### src/rtl/adc_sample_scheduler.sv
// ADC sample scheduler: paces single-slot ADC commands at a fixed sample rate, captures the
// matching response and forwards it on a framed valid/ready sample stream.
module adc_sample_scheduler #(
  parameter int unsigned CLK_HZ      = 50000000,
  parameter int unsigned SAMPLE_HZ   = 8000,
  parameter int unsigned CHANNEL     = 1,
  parameter int unsigned FRAME_LEN   = 1024,
  parameter int unsigned TIMEOUT_CYC = 256
) (
  input  logic        clk,
  input  logic        reset,
  input  logic        enable,
  output logic        cmd_valid,
  output logic [4:0]  cmd_channel,
  output logic        cmd_sop,
  output logic        cmd_eop,
  input  logic        cmd_ready,
  input  logic        rsp_valid,
  input  logic [4:0]  rsp_channel,
  input  logic [11:0] rsp_data,
  output logic [11:0] sample,
  output logic        sample_valid,
  input  logic        sample_ready,
  output logic        sample_sof,
  output logic        sample_eof,
  output logic [15:0] overrun_cnt,
  output logic [15:0] timeout_cnt,
  output logic        busy
);

  localparam int unsigned DIV = CLK_HZ / SAMPLE_HZ;
  localparam int unsigned CW  = $clog2(DIV);
  localparam int unsigned TW  = $clog2(TIMEOUT_CYC);
  localparam int unsigned IW  = $clog2(FRAME_LEN);

  typedef enum logic [1:0] {StIdle, StIssue, StWaitRsp, StOutput} state_e;

  state_e      state_q, state_d;
  logic [CW-1:0] cnt_q, cnt_d;
  logic [TW-1:0] timer_q, timer_d;
  logic [IW-1:0] idx_q, idx_d;
  logic [11:0] sample_q, sample_d;
  logic [15:0] ovr_q, ovr_d;
  logic [15:0] to_q, to_d;
  logic        enable_q;
  logic        tick;
  logic        rsp_match;

  // State and counter registers with asynchronous reset
  always_ff @(posedge clk or posedge reset) begin
    if (reset) begin
      state_q  <= StIdle;
      cnt_q    <= '0;
      timer_q  <= '0;
      idx_q    <= '0;
      sample_q <= '0;
      ovr_q    <= '0;
      to_q     <= '0;
      enable_q <= 1'b0;
    end else begin
      state_q  <= state_d;
      cnt_q    <= cnt_d;
      timer_q  <= timer_d;
      idx_q    <= idx_d;
      sample_q <= sample_d;
      ovr_q    <= ovr_d;
      to_q     <= to_d;
      enable_q <= enable;
    end
  end

  // Tick generation, FSM next state, frame index and saturating event counters
  always_comb begin
    tick      = enable && (cnt_q == CW'(DIV - 1));
    rsp_match = rsp_valid && (rsp_channel == 5'(CHANNEL));
    cnt_d     = '0;
    state_d   = state_q;
    timer_d   = timer_q;
    idx_d     = idx_q;
    sample_d  = sample_q;
    ovr_d     = ovr_q;
    to_d      = to_q;

    if (enable) begin
      cnt_d = tick ? '0 : cnt_q + CW'(1);
    end

    unique case (state_q)
      StIdle: begin
        if (tick) state_d = StIssue;
      end
      StIssue: begin
        if (cmd_ready) begin
          state_d = StWaitRsp;
          timer_d = '0;
        end
      end
      StWaitRsp: begin
        if (rsp_match) begin
          sample_d = rsp_data;
          state_d  = StOutput;
        end else if (timer_q == TW'(TIMEOUT_CYC - 1)) begin
          state_d = StIdle;
          if (to_q != 16'hFFFF) to_d = to_q + 16'd1;
        end else begin
          timer_d = timer_q + TW'(1);
        end
      end
      StOutput: begin
        if (sample_ready) begin
          state_d = StIdle;
          idx_d   = (idx_q == IW'(FRAME_LEN - 1)) ? '0 : idx_q + IW'(1);
        end
      end
      default: state_d = StIdle;
    endcase

    // A tick outside IDLE (including the cycle a sample leaves) is dropped
    if (tick && (state_q != StIdle) && (ovr_q != 16'hFFFF)) ovr_d = ovr_q + 16'd1;

    // Restarting begins a fresh frame; takes priority over a coincident advance
    if (enable && !enable_q) idx_d = '0;
  end

  // Moore outputs decoded from the registered state
  always_comb begin
    cmd_valid    = (state_q == StIssue);
    cmd_sop      = cmd_valid;
    cmd_eop      = cmd_valid;
    cmd_channel  = cmd_valid ? 5'(CHANNEL) : 5'd0;
    sample_valid = (state_q == StOutput);
    sample       = sample_q;
    sample_sof   = sample_valid && (idx_q == '0);
    sample_eof   = sample_valid && (idx_q == IW'(FRAME_LEN - 1));
    overrun_cnt  = ovr_q;
    timeout_cnt  = to_q;
    busy         = (state_q != StIdle);
  end

endmodule

### config.mk
export PLATFORM = sky130hd
export DESIGN_NAME = adc_sample_scheduler
export DESIGN_NICKNAME = d
export VERILOG_FILES = /design/src/rtl/adc_sample_scheduler.sv
export SDC_FILE = /design/constraint.sdc
export NUM_CORES = 1
export LEC_CHECK = 0
export CAP_MARGIN = 20
export CORE_MARGIN = 2
export CORE_UTILIZATION = 24
export DETAILED_ROUTE_END_ITERATION = 12
export GPL_TIMING_DRIVEN = 0
export PLACE_DENSITY = 0.52
export SETUP_SLACK_MARGIN = 0.4
export SLEW_MARGIN = 15
export SYNTH_ARGS = -nofsm -noshare
export SYNTH_HDL_FRONTEND = slang
export SYNTH_SLANG_ARGS = --single-unit
### constraint.sdc
create_clock -name clk -period 2.15 [get_ports clk]
set_input_delay 0.3225 -clock clk [delete_from_list [all_inputs] [get_ports clk]]
set_output_delay 0.3225 -clock clk [all_outputs]
set_load 0.01 [all_outputs]
==> summary.md, run 1 <==
| Metric | Value |
|---|---|
| Outcome | `complete, but fails checks` |
| Failing checks | `negative setup slack` |
| Crit-path cells | `or4b_4, or4_4, a311oi_4, buf_6, clkbuf_16, nand3_2, xnor2_1` |
| Synth Instances | `368` |
| Most frequent cells after synthesis | `dfrtp_1, nor2_1, xnor2_1, nand3_1, nand2_1` |
| Syn Std Cell Area | `3810 um^2` |
| Initial antenna violation count | `0` |
| Worst VDD drop | `0.000375 V` |
| Io pins | `79` |
| Row count | `46` |
| Fin crit share | `110%` |
| Final slew viol count | `0` |
| Die area | `16,900 um^2` |
| CTS root buf | `clkbuf_16` |
| Antenna fix cells | `0` |
| RSZ-0062 raised after global routing | `true` |
| Total track usage | `11.8%` |
| Die Wd | `130 um` |
| Longest Clk Path Bufs | `2` |
| Worst path buffer plus inverter count | `2` |
| Hold slack | `0.298 ns` |
| Post-detail-place hpwl | `6540 um` |
| Ys async rst share | `100%` |
| First-pass GRT wire length | `15,700 um` |
| Synth warnings | `0` |
| Power Density | `713 nW/um^2` |
| 1st-pass router iterations | `4` |
| Clock sinks | `78` |
| Wire per inst | `13.5 um` |
| FMAX | `0.422 GHz` |
| Grt ovf | `0` |
| Via Count | `3,160` |
| Fin crit period | `2.37 ns` |
| Routability cong. | `0.764` |
| Final ANT Viol Nets | `0` |
| Max transition margin | `65.0%` |
| Design area | `5990 um^2` |
| Max Clock Skew | `0.00622 ns` |
| Share of the yosys chip area belonging to registers | `51.3%` |
| Worst-margin pin slew | `0.521 ns` |
| Seq cells post-synth | `78` |
| # DRC | `0` |
| Family with the most delay on the worst path | `simple AND/OR/NAND/NOR gates` |
| Max Cap Viol | `0` |
| Depth of the CTS H-tree | `3` |
| Netlist cell types | `39` |
| Post-layout net count | `531` |
| Vias/cell | `4.38` |
| Area delta synth->final | `57.3%` |
| Area post-placement | `4940 um^2` |
| CTS Buf Count | `9` |
| Layout Cells excl Fill | `722` |
| Ys flop type | `dfrtp_1` |
| Cell taking the most area after synthesis | `dfrtp_1` |
| Layout cell share with drive strength beyond 1 | `30.8%` |
| DR iter-0 viols | `109` |
| I/O Buffers | `74` |
| CP endpoint kind | `flip-flop` |
| Placed instance count | `664` |
| Worst Path Max Fanout | `6` |
| Final setup margin | `-0.219 ns` |
| Number of global-route vias before repair | `3,251` |
| Final setup viols | `14` |
| Top-count cell post-synth | `dfrtp_1` |
| Worst path max stage delay | `0.55 ns` |
| CTS tree | `done` |
| Initial Util | `24.2%` |
| Clock transition at path regs | `0.06 ns` |
| Core ar. | `15,700 um^2` |
| Hold Vio Cnt, Final | `0` |
| Clk_lat worst skew | `0.34 ns` |
| Leakage | `2.71 nW` |
| Post-synth EDFFs | `0` |
| Die Height | `130 um` |
| Max stage delay cell, worst path | `or4b_4` |
| Largest net degree at the start of global routing | `25` |
| Data required time at the worst endpoint | `2.37 ns` |
| Mapped Avg Cell Area | `10.3 um^2` |
| Critical Path AT | `2.59 ns` |
| Final wirelength | `9720 um` |
| Synth area leaders | `dfrtp_1, xnor2_1, mux2_2, nand3_1, nor2_1` |
| Setup Crit Path Kind | `reg2reg` |
| Top cell type's share of synthesized area | `51.3%` |
| Hold Crit Class | `in2async` |
| Startpoint Class | `flip-flop` |
metrics by stage:
step | setup slack, ns | power (W) | setup TNS (ns) | util, %
after floorplan | -0.174 | 0.00208 | -1.72 | -
after global placement | -0.791 | 0.00243 | -22.69 | 31.0
after detailed placement | -0.801 | 0.00246 | -22.91 | 31.4
after CTS | -0.213 | 0.00426 | -2.36 | 36.0
after global routing | -0.291 | 0.00449 | -3.69 | 38.1
final | -0.219 | 0.00427 | -2.47 | 38.1
power by group:
group | internal, W | leakage (nW) | switching (W)
Clock | 0.00104 | 0.157 | 0.000578
Sequential | 0.00158 | 1.06 | 0.0000891
Combinational | 0.000509 | 1.49 | 0.000472
Total | 0.00313 | 2.71 | 0.00114
state kept, by name, indices dropped and copies added (netlist names):
| signal | count |
|---|---|
| idx_q | 10 |
| timeout_cnt | 16 |
| sample | 12 |
| overrun_cnt | 16 |
| cnt_q | 13 |
| state_q | 2 |
| timer_q | 8 |
| enable_q | 1 |
worst reg2reg max path, cell delays in order, from the launching register on:
cell and delay, ns:
dfrtp_1 0.39, or4b_4 0.55, or4_4 0.55, a311oi_4 0.22
buf_6 0.18, clkbuf_16 0.16, nand3_2 0.08, xnor2_1 0.14
placed cells by master (no fill, tap or decap), drive strengths merged, types with 4 or more instances in the layout:
cell type | netlist | layout
nand4 | 13 | 13
ha | 7 | 7
nor3 | 6 | 6
nor2 | 38 | 38
conb | 1 | 4
nand2b | 7 | 7
a21oi | 9 | 9
o21ai | 13 | 13
nand3 | 29 | 29
dfrtp | 78 | 78
and3 | 20 | 20
nor4 | 5 | 5
clkdlybuf4s50 | 0 | 63
nand2 | 26 | 26
nor2b | 5 | 5
or3 | 4 | 4
clkbuf | 5 | 19
inv | 9 | 8
buf | 8 | 57
xor2 | 15 | 15
mux2 | 15 | 15
xnor2 | 30 | 30
final cells by class:
cell class                 count  area (um^2)
buffer                        13          131
clock buffer                  12          246
clock inverter                 4         70.1
fill                        1534         9720
inverter                       9         37.5
multi-input combinational    271         2110
sequential                    78         1960
tap                          216          270
timing repair buffer         119         1170
routing by layer:
metal  vias to the layer above  wire length [um]  GRT usage, %  part of all wire (%)
met5                         -                 0             0                     0
met4                         0               191          5.25                   2.0
met3                        13               295          2.62                   3.0
met2                        40              5100          19.9                    52
met1                      1563              4140          14.4                    43
li1                       1544                 -             -                     -
final timing paths:
check,endpoint,slack (ns),cells after the start,startpoint
min in group clk,enable_q$_DFF_PP0_,0.38,1,enable
worst max register to register,overrun_cnt[9]$_DFFE_PP0P_,-0.22,7,cnt_q[10]$_DFF_PP0_
worst min-delay path,timeout_cnt[8]$_DFFE_PP0P_,0.30,2,reset
worst max-delay path,overrun_cnt[9]$_DFFE_PP0P_,-0.22,7,cnt_q[10]$_DFF_PP0_
worst min register to register,timeout_cnt[6]$_DFFE_PP0P_,0.50,1,timeout_cnt[6]$_DFFE_PP0P_
max in group asynchronous,state_q[1]$_DFFE_PP0P_,1.22,4,reset
cells by family after synthesis:
logic type | Yosys count | share of synthesized area, %
simple gates | 164 | 22.2
mux | 15 | 4.44
buf+inv | 22 | 3.06
other cells | 1 | 0.0985
flops | 78 | 51.3
compound gates | 36 | 6.28
xor+xnor | 45 | 10.4
fa+ha+maj | 7 | 2.30
what timing repair did:
item | in CTS | in global routing
setup endpoints to repair | 76 | 55
setup buffers | 31 | 8
pin swaps | 13 | 32
gates cloned | 2 | 1
gates resized for setup | 59 | 67
hold buffers | 0 | 0
(Power assumes the default switching activity.)
==> inputs of run 2 (changes only) <==
--- a/config.mk
+++ b/config.mk
@@ -6,6 +6,7 @@
 export NUM_CORES = 1
 export LEC_CHECK = 0
 export CAP_MARGIN = 20
+export CORE_ASPECT_RATIO = 2
 export CORE_MARGIN = 2
 export CORE_UTILIZATION = 24
 export DETAILED_ROUTE_END_ITERATION = 12
==> summary.md, run 2 (synthesis results as in run 1) <==
| Metric | Value |
|---|---|
| Io pins | `79 (unchanged)` |
| Layout cell share with drive strength beyond 1 | `28.9% (-1.9 points)` |
| Area post-placement | `4880 um^2 (-1.1%)` |
| Depth of the CTS H-tree | `3 (unchanged)` |
| First-pass GRT wire length | `15,000 um (-4.3%)` |
| CTS root buf | `clkbuf_16` |
| Worst hold path depth | `1` |
| Total track usage | `11.1% (-0.71 points)` |
| Clock sinks | `78 (unchanged)` |
| Switching pwr | `0.00118 W (+3.3%)` |
| Hold Crit Class | `in2reg` |
| Antenna fix cells | `0 (unchanged)` |
| Die area | `16,900 um^2 (+0.36%)` |
| Final slew viol count | `0 (unchanged)` |
| Initial Util | `24.4% (+0.15 points)` |
| Max Cap Viol | `0 (unchanged)` |
| 1st-pass router iterations | `4 (unchanged)` |
| Fin crit period | `2.34 ns (-0.0297 ns)` |
| CTS tree | `done` |
| Final ANT Viol Nets | `0 (unchanged)` |
| Clock power frac | `34.1% (-3.9 points)` |
| Area delta synth->final | `53.7%` |
| Final setup viols | `14 (unchanged)` |
| Worst Path Max Fanout | `6 (unchanged)` |
| Clk_lat worst skew | `0.34 ns (about the same)` |
| Max Clock Skew | `0.00851 ns (+0.00229 ns)` |
| Hold Vio Cnt, Final | `0 (unchanged)` |
| Initial antenna violation count | `0 (unchanged)` |
| FMAX | `0.427 GHz (+1.3%)` |
| Die Wd | `93.1 um (-28%)` |
| Combinational power share | `26.6% (+3.6 points)` |
| Clock transition at path regs | `0.06 ns (about the same)` |
| Via Count | `3,152 (-0.25%)` |
| Leakage | `2.64 nW (-2.6%)` |
| I/O Buffers | `74 (unchanged)` |
| Max transition margin | `62.5% (-2.5 points)` |
| Dpl ws | `-0.767 ns (+0.0338 ns)` |
| Startpoint Class | `flip-flop` |
| Data required time at the worst endpoint | `2.37 ns (about the same)` |
| Row count | `65 (+41%)` |
| Area occupied by registers | `1960 um^2 (-0.13%)` |
| Wire per inst | `12.6 um (-6.3%)` |
| Critical Path AT | `2.56 ns (-0.03 ns)` |
| Placed instance count | `648 (-2.4%)` |
| Fin crit share | `109% (-1.4 points)` |
| Largest net degree at the start of global routing | `29 (+16%)` |
| Number of global-route vias before repair | `3,156 (-2.9%)` |
| Multi-input combinational cell area | `2030 um^2 (-3.9%)` |
| Vias/cell | `4.44 (+1.4%)` |
| Final wirelength | `8960 um (-7.8%)` |
| DR iter-0 viols | `121 (+11%)` |
| Post-layout net count | `534 (+0.56%)` |
| Sw frac | `27.8% (+1.1 points)` |
| Core ar. | `15,600 um^2 (-0.62%)` |
| Final setup margin | `-0.190 ns (+0.0297 ns)` |
| Failing checks | `negative setup slack` |
| Register share of total power | `39.4% (+0.3 points)` |
| RSZ-0062 raised after global routing | `true` |
| CTS Buf Count | `9 (unchanged)` |
| Worst-margin pin slew | `0.561 ns (+0.0401 ns)` |
| Final core utilization | `37.5% (-0.66 points)` |
| # fillers | `1,603 (+4.5%)` |
| Worst VDD drop | `0.000380 V (+1.4%)` |
| Outcome | `complete, but fails checks` |
| Most frequent cells in the layout | `dfrtp_1, clkdlybuf4s50_1, buf_4` |
| Power Density | `724 nW/um^2 (+1.6%)` |
| Longest Clk Path Bufs | `2 (unchanged)` |
| Die Height | `182 um (+40%)` |
| Worst Reg2Reg Path Length in Cells | `7 (unchanged)` |
| CP endpoint kind | `flip-flop` |
| Post-detail-place hpwl | `5890 um (-9.9%)` |
| Hold slack | `0.352 ns (+0.0540 ns)` |
| Grt ovf | `0 (unchanged)` |
| Layout Cells excl Fill | `710 (-1.7%)` |
| Commonest non-fill, non-tap cell in the layout | `dfrtp_1` |
| Pint | `0.00306 W (-2.3%)` |
| Design area | `5850 um^2 (-2.3%)` |
| # DRC | `0 (unchanged)` |
| Setup Crit Path Kind | `reg2reg` |
| CTS Hold Bufs | `0 (unchanged)` |
| Routability cong. | `0.786 (+2.8%)` |
run 2: power by group through the flow:
stage / clock, W / combinational (W) / sequential, W
floorplan: 0 / 0.000390 / 0.00169
global placement: 0 / 0.000725 / 0.00168
detailed placement: 0 / 0.000737 / 0.00169
CTS: 0.00151 / 0.00101 / 0.00167
global route: 0.00156 / 0.00122 / 0.00168
finish: 0.00144 / 0.00113 / 0.00167
run 2: final cells by class:
cell class	instances	area share, %
Inverter	9	0.642
Tap cell	201	4.30
Buffer	13	2.59
Clock buffer	11	4.32
Multi-Input combinational cell	271	34.6
Timing Repair Buffer	122	19.5
Clock inverter	5	0.577
Sequential cell	78	33.4
run 2: path summary, 6_finish.rpt:
check                                               to                  startpoint  slack, ns
min in group asynchronous           cnt_q[2]$_DFF_PP0_                       reset       0.38
setup / recovery           overrun_cnt[11]$_DFFE_PP0P_         cnt_q[10]$_DFF_PP0_      -0.19
setup reg to reg           overrun_cnt[11]$_DFFE_PP0P_         cnt_q[10]$_DFF_PP0_      -0.19
hold / removal                      enable_q$_DFF_PP0_                      enable       0.35
max in group asynchronous  timeout_cnt[11]$_DFFE_PP0P_                       reset       1.02
hold reg to reg             timeout_cnt[6]$_DFFE_PP0P_  timeout_cnt[6]$_DFFE_PP0P_       0.50
run 2: worst max-delay path: stages, from the launching register on:
cell and delay, ns:
dfrtp_1 0.38, or4b_4 0.55, or4_4 0.55, a311oi_4 0.22
buf_6 0.17, buf_6 0.12, nand3_2 0.09, xnor2_2 0.16
run 2: timing repair:
item,CTS,global route
setup buffers,31,12
cloned,3,0
pin swaps,17,20
endpoints found under the setup margin,71,56
resized for setup,78,35
run 2: per-layer routing:
metal	vias up	GRT usage, %	share of wire (%)
met2	75	17.0	47
met3	13	3.14	5.3
met5	-	0	0
met1	1519	14.4	46
li1	1545	-	-
met4	0	5.12	1.9
run 2: stage by stage:
| stage | TNS [ns] | power (W) |
|---|---|---|
| after detailed placement | -20.67 | 0.00242 |
| after global placement | -27.87 | 0.00241 |
| after CTS | -2.05 | 0.00418 |
| final | -1.95 | 0.00424 |
| after global routing | -2.68 | 0.00446 |
| after floorplan | -1.72 | 0.00208 |
==> inputs of run 3 (changes only) <==
--- a/config.mk
+++ b/config.mk
@@ -11,8 +11,9 @@
 export CORE_UTILIZATION = 24
 export DETAILED_ROUTE_END_ITERATION = 12
 export GPL_TIMING_DRIVEN = 0
+export MAX_ROUTING_LAYER = met4
 export PLACE_DENSITY = 0.52
-export SETUP_SLACK_MARGIN = 0.4
+export SETUP_SLACK_MARGIN = 0.05
 export SLEW_MARGIN = 15
 export SYNTH_ARGS = -nofsm -noshare
 export SYNTH_HDL_FRONTEND = slang
==> summary.md, run 3 (synthesis results as in run 1) <==
| Metric | Value |
|---|---|
| Outcome | `complete, but fails checks` |
| Failing checks | `negative setup slack` |
| Fin crit share | `110% (+1.5 points)` |
| Die area | `16,900 um^2 (unchanged)` |
| Number of global-route vias before repair | `3,068 (-2.8%)` |
| # DRC | `0 (unchanged)` |
| Initial antenna violation count | `0 (unchanged)` |
| Family with the most delay on the worst path | `simple AND/OR/NAND/NOR gates` |
| 1st-pass router iterations | `4 (unchanged)` |
| Power Density | `764 nW/um^2 (+5.5%)` |
| CTS Buf Count | `9 (unchanged)` |
| Worst path max stage delay | `0.54 ns (about the same)` |
| CTS root buf | `clkbuf_16` |
| Leakage | `2.32 nW (-12%)` |
| Depth of the CTS H-tree | `3 (unchanged)` |
| CP endpoint kind | `flip-flop` |
| CTS Hold Bufs | `0 (unchanged)` |
| Hold Vio Cnt, Final | `0 (unchanged)` |
| CTS tree | `done` |
| DR iter-0 viols | `82 (-32%)` |
| Max Cap Viol | `0 (unchanged)` |
| Metal1 wirelength | `4060 um (-0.47%)` |
| Via Count | `2,986 (-5.3%)` |
| Worst Path Max Fanout | `6 (unchanged)` |
| Placed instance count | `648 (unchanged)` |
| Met3 wire length | `328 um (-32%)` |
| Clock transition at path regs | `0.06 ns (about the same)` |
| # fillers | `1,621 (+1.1%)` |
| Data required time at the worst endpoint | `2.37 ns (about the same)` |
| Wire length on met2 | `3770 um (-11%)` |
| Vias/cell | `4.42 (-0.35%)` |
| Io pins | `79 (unchanged)` |
| Area occupied by registers | `1950 um^2 (-0.19%)` |
| Hold Crit Class | `in2async` |
| Layout cell share with drive strength beyond 1 | `15.0% (-14 points)` |
| Setup Crit Path Kind | `reg2reg` |
| FMAX | `0.422 GHz (-1.3%)` |
| Longest Clk Path Bufs | `2 (unchanged)` |
| Crit-path most repeated cell | `buf_6` |
| First-pass GRT wire length | `14,500 um (-3.5%)` |
| Critical path depth | `9 (+2)` |
| Fin crit period | `2.37 ns (+0.0318 ns)` |
| Clock sinks | `78 (unchanged)` |
| Die Wd | `93.1 um (unchanged)` |
| Critical Path AT | `2.59 ns (+0.03 ns)` |
| Final setup margin | `-0.221 ns (-0.0318 ns)` |
| Layout Cells excl Fill | `675 (-4.9%)` |
| Crit-path cells | `inv_1, ha_1, or3b_4, or4_4, a311oi_4, buf_6, buf_6, nand3_1, xnor2_1` |
| Area delta synth->final | `40.7%` |
| Max Clock Skew | `0.00813 ns (-0.000387 ns)` |
| Final ANT Viol Nets | `0 (unchanged)` |
| I/O Buffers | `74 (unchanged)` |
| Grt ovf | `0 (unchanged)` |
| Die Height | `182 um (unchanged)` |
| Clk_lat worst skew | `0.34 ns (about the same)` |
| Worst VDD drop | `0.000329 V (-14%)` |
| Routability cong. | `0.825 (+4.9%)` |
| RSZ-0062 raised after global routing | `true` |
| Worst Reg2Reg Path Length in Cells | `9 (+2)` |
| Startpoint Class | `flip-flop` |
| Commonest non-fill, non-tap cell in the layout | `dfrtp_1` |
| Initial Util | `24.4% (unchanged)` |
| Post-layout net count | `499 (-6.6%)` |
| Wire per inst | `12.4 um (-1.9%)` |
| Largest net degree at the start of global routing | `35 (+21%)` |
| Total track usage | `10.9% (-0.16 points)` |
| Antenna fix cells | `0 (unchanged)` |
| DR top layer | `met4` |
| Core ar. | `15,600 um^2 (unchanged)` |
| Row count | `65 (unchanged)` |
| Design area | `5360 um^2 (-8.4%)` |
| Max transition margin | `53.8% (-8.7 points)` |
| Area post-placement | `4860 um^2 (-0.56%)` |
| Final slew viol count | `0 (unchanged)` |
| Worst path buffer plus inverter count | `3 (+1)` |
| Most frequent cells in the layout | `dfrtp_1, clkdlybuf4s50_1, nor2_1` |
| Final setup viols | `15 (+1)` |
| Worst-margin pin slew | `0.687 ns (+0.126 ns)` |
| Multi-input combinational cell area | `1820 um^2 (-10%)` |
| Post-detail-place hpwl | `5880 um (-0.15%)` |
| Final wirelength | `8360 um (-6.7%)` |
| Max stage delay cell, worst path | `or4_4` |
run 3: final timing paths:
kind                                         start                          to  slack (ns)
worst min register to register  cnt_q[0]$_DFF_PP0_          cnt_q[0]$_DFF_PP0_        0.48
max in group asynchronous                    reset          cnt_q[0]$_DFF_PP0_        1.36
worst max register to register  cnt_q[1]$_DFF_PP0_  overrun_cnt[9]$_DFFE_PP0P_       -0.22
worst max-delay path            cnt_q[1]$_DFF_PP0_  overrun_cnt[9]$_DFFE_PP0P_       -0.22
worst min-delay path                         reset      sample[10]$_DFFE_PP0P_        0.32
min in group clk                            enable          enable_q$_DFF_PP0_        0.34
run 3: final cells by class:
cell class / count / area share [%]
Buffer: 12 / 1.82
Clock buffer: 11 / 4.53
Tap cell: 201 / 4.69
Inverter: 9 / 0.700
Clock inverter: 5 / 1.54
Timing Repair Buffer: 88 / 16.4
Multi-Input combinational cell: 271 / 33.9
Sequential cell: 78 / 36.4
run 3: layer usage:
layer,vias to the layer above,GRT usage [%]
met5,-,-
met4,0,5.29
met3,12,1.98
met2,75,16.1
met1,1413,14.4
li1,1486,-
run 3: repair_timing:
| item | CTS | global route |
|---|---|---|
| setup buffers | 8 | 2 |
| gates cloned | 2 | 0 |
| setup endpoints to repair | 51 | 48 |
| pin swaps | 5 | 4 |
| gates resized for setup | 21 | 14 |
run 3: power by group:
group / leakage (nW) / switching, W / internal (W) / total (W)
logic: 1.10 / 0.000384 / 0.000398 / 0.000782
clock network: 0.148 / 0.000607 / 0.00105 / 0.00165
registers: 1.07 / 0.0000814 / 0.00158 / 0.00166
total: 2.32 / 0.00107 / 0.00302 / 0.00409
run 3: through the flow:
stage / worst slack (ns) / power, W / utilization [%] / TNS (ns) / hold slack [ns]
final: -0.221 / 0.00409 / 34.3 / -2.43 / 0.320
after global routing: -0.311 / 0.00433 / 34.3 / -3.82 / 0.333
after CTS: -0.238 / 0.00415 / 34.1 / -2.79 / 0.324
after detailed placement: -0.786 / 0.00242 / 31.1 / -25.91 / 0.492
after global placement: -0.782 / 0.00240 / 30.8 / -29.90 / 0.487
after floorplan: -0.175 / 0.00208 / - / -1.74 / 0.354
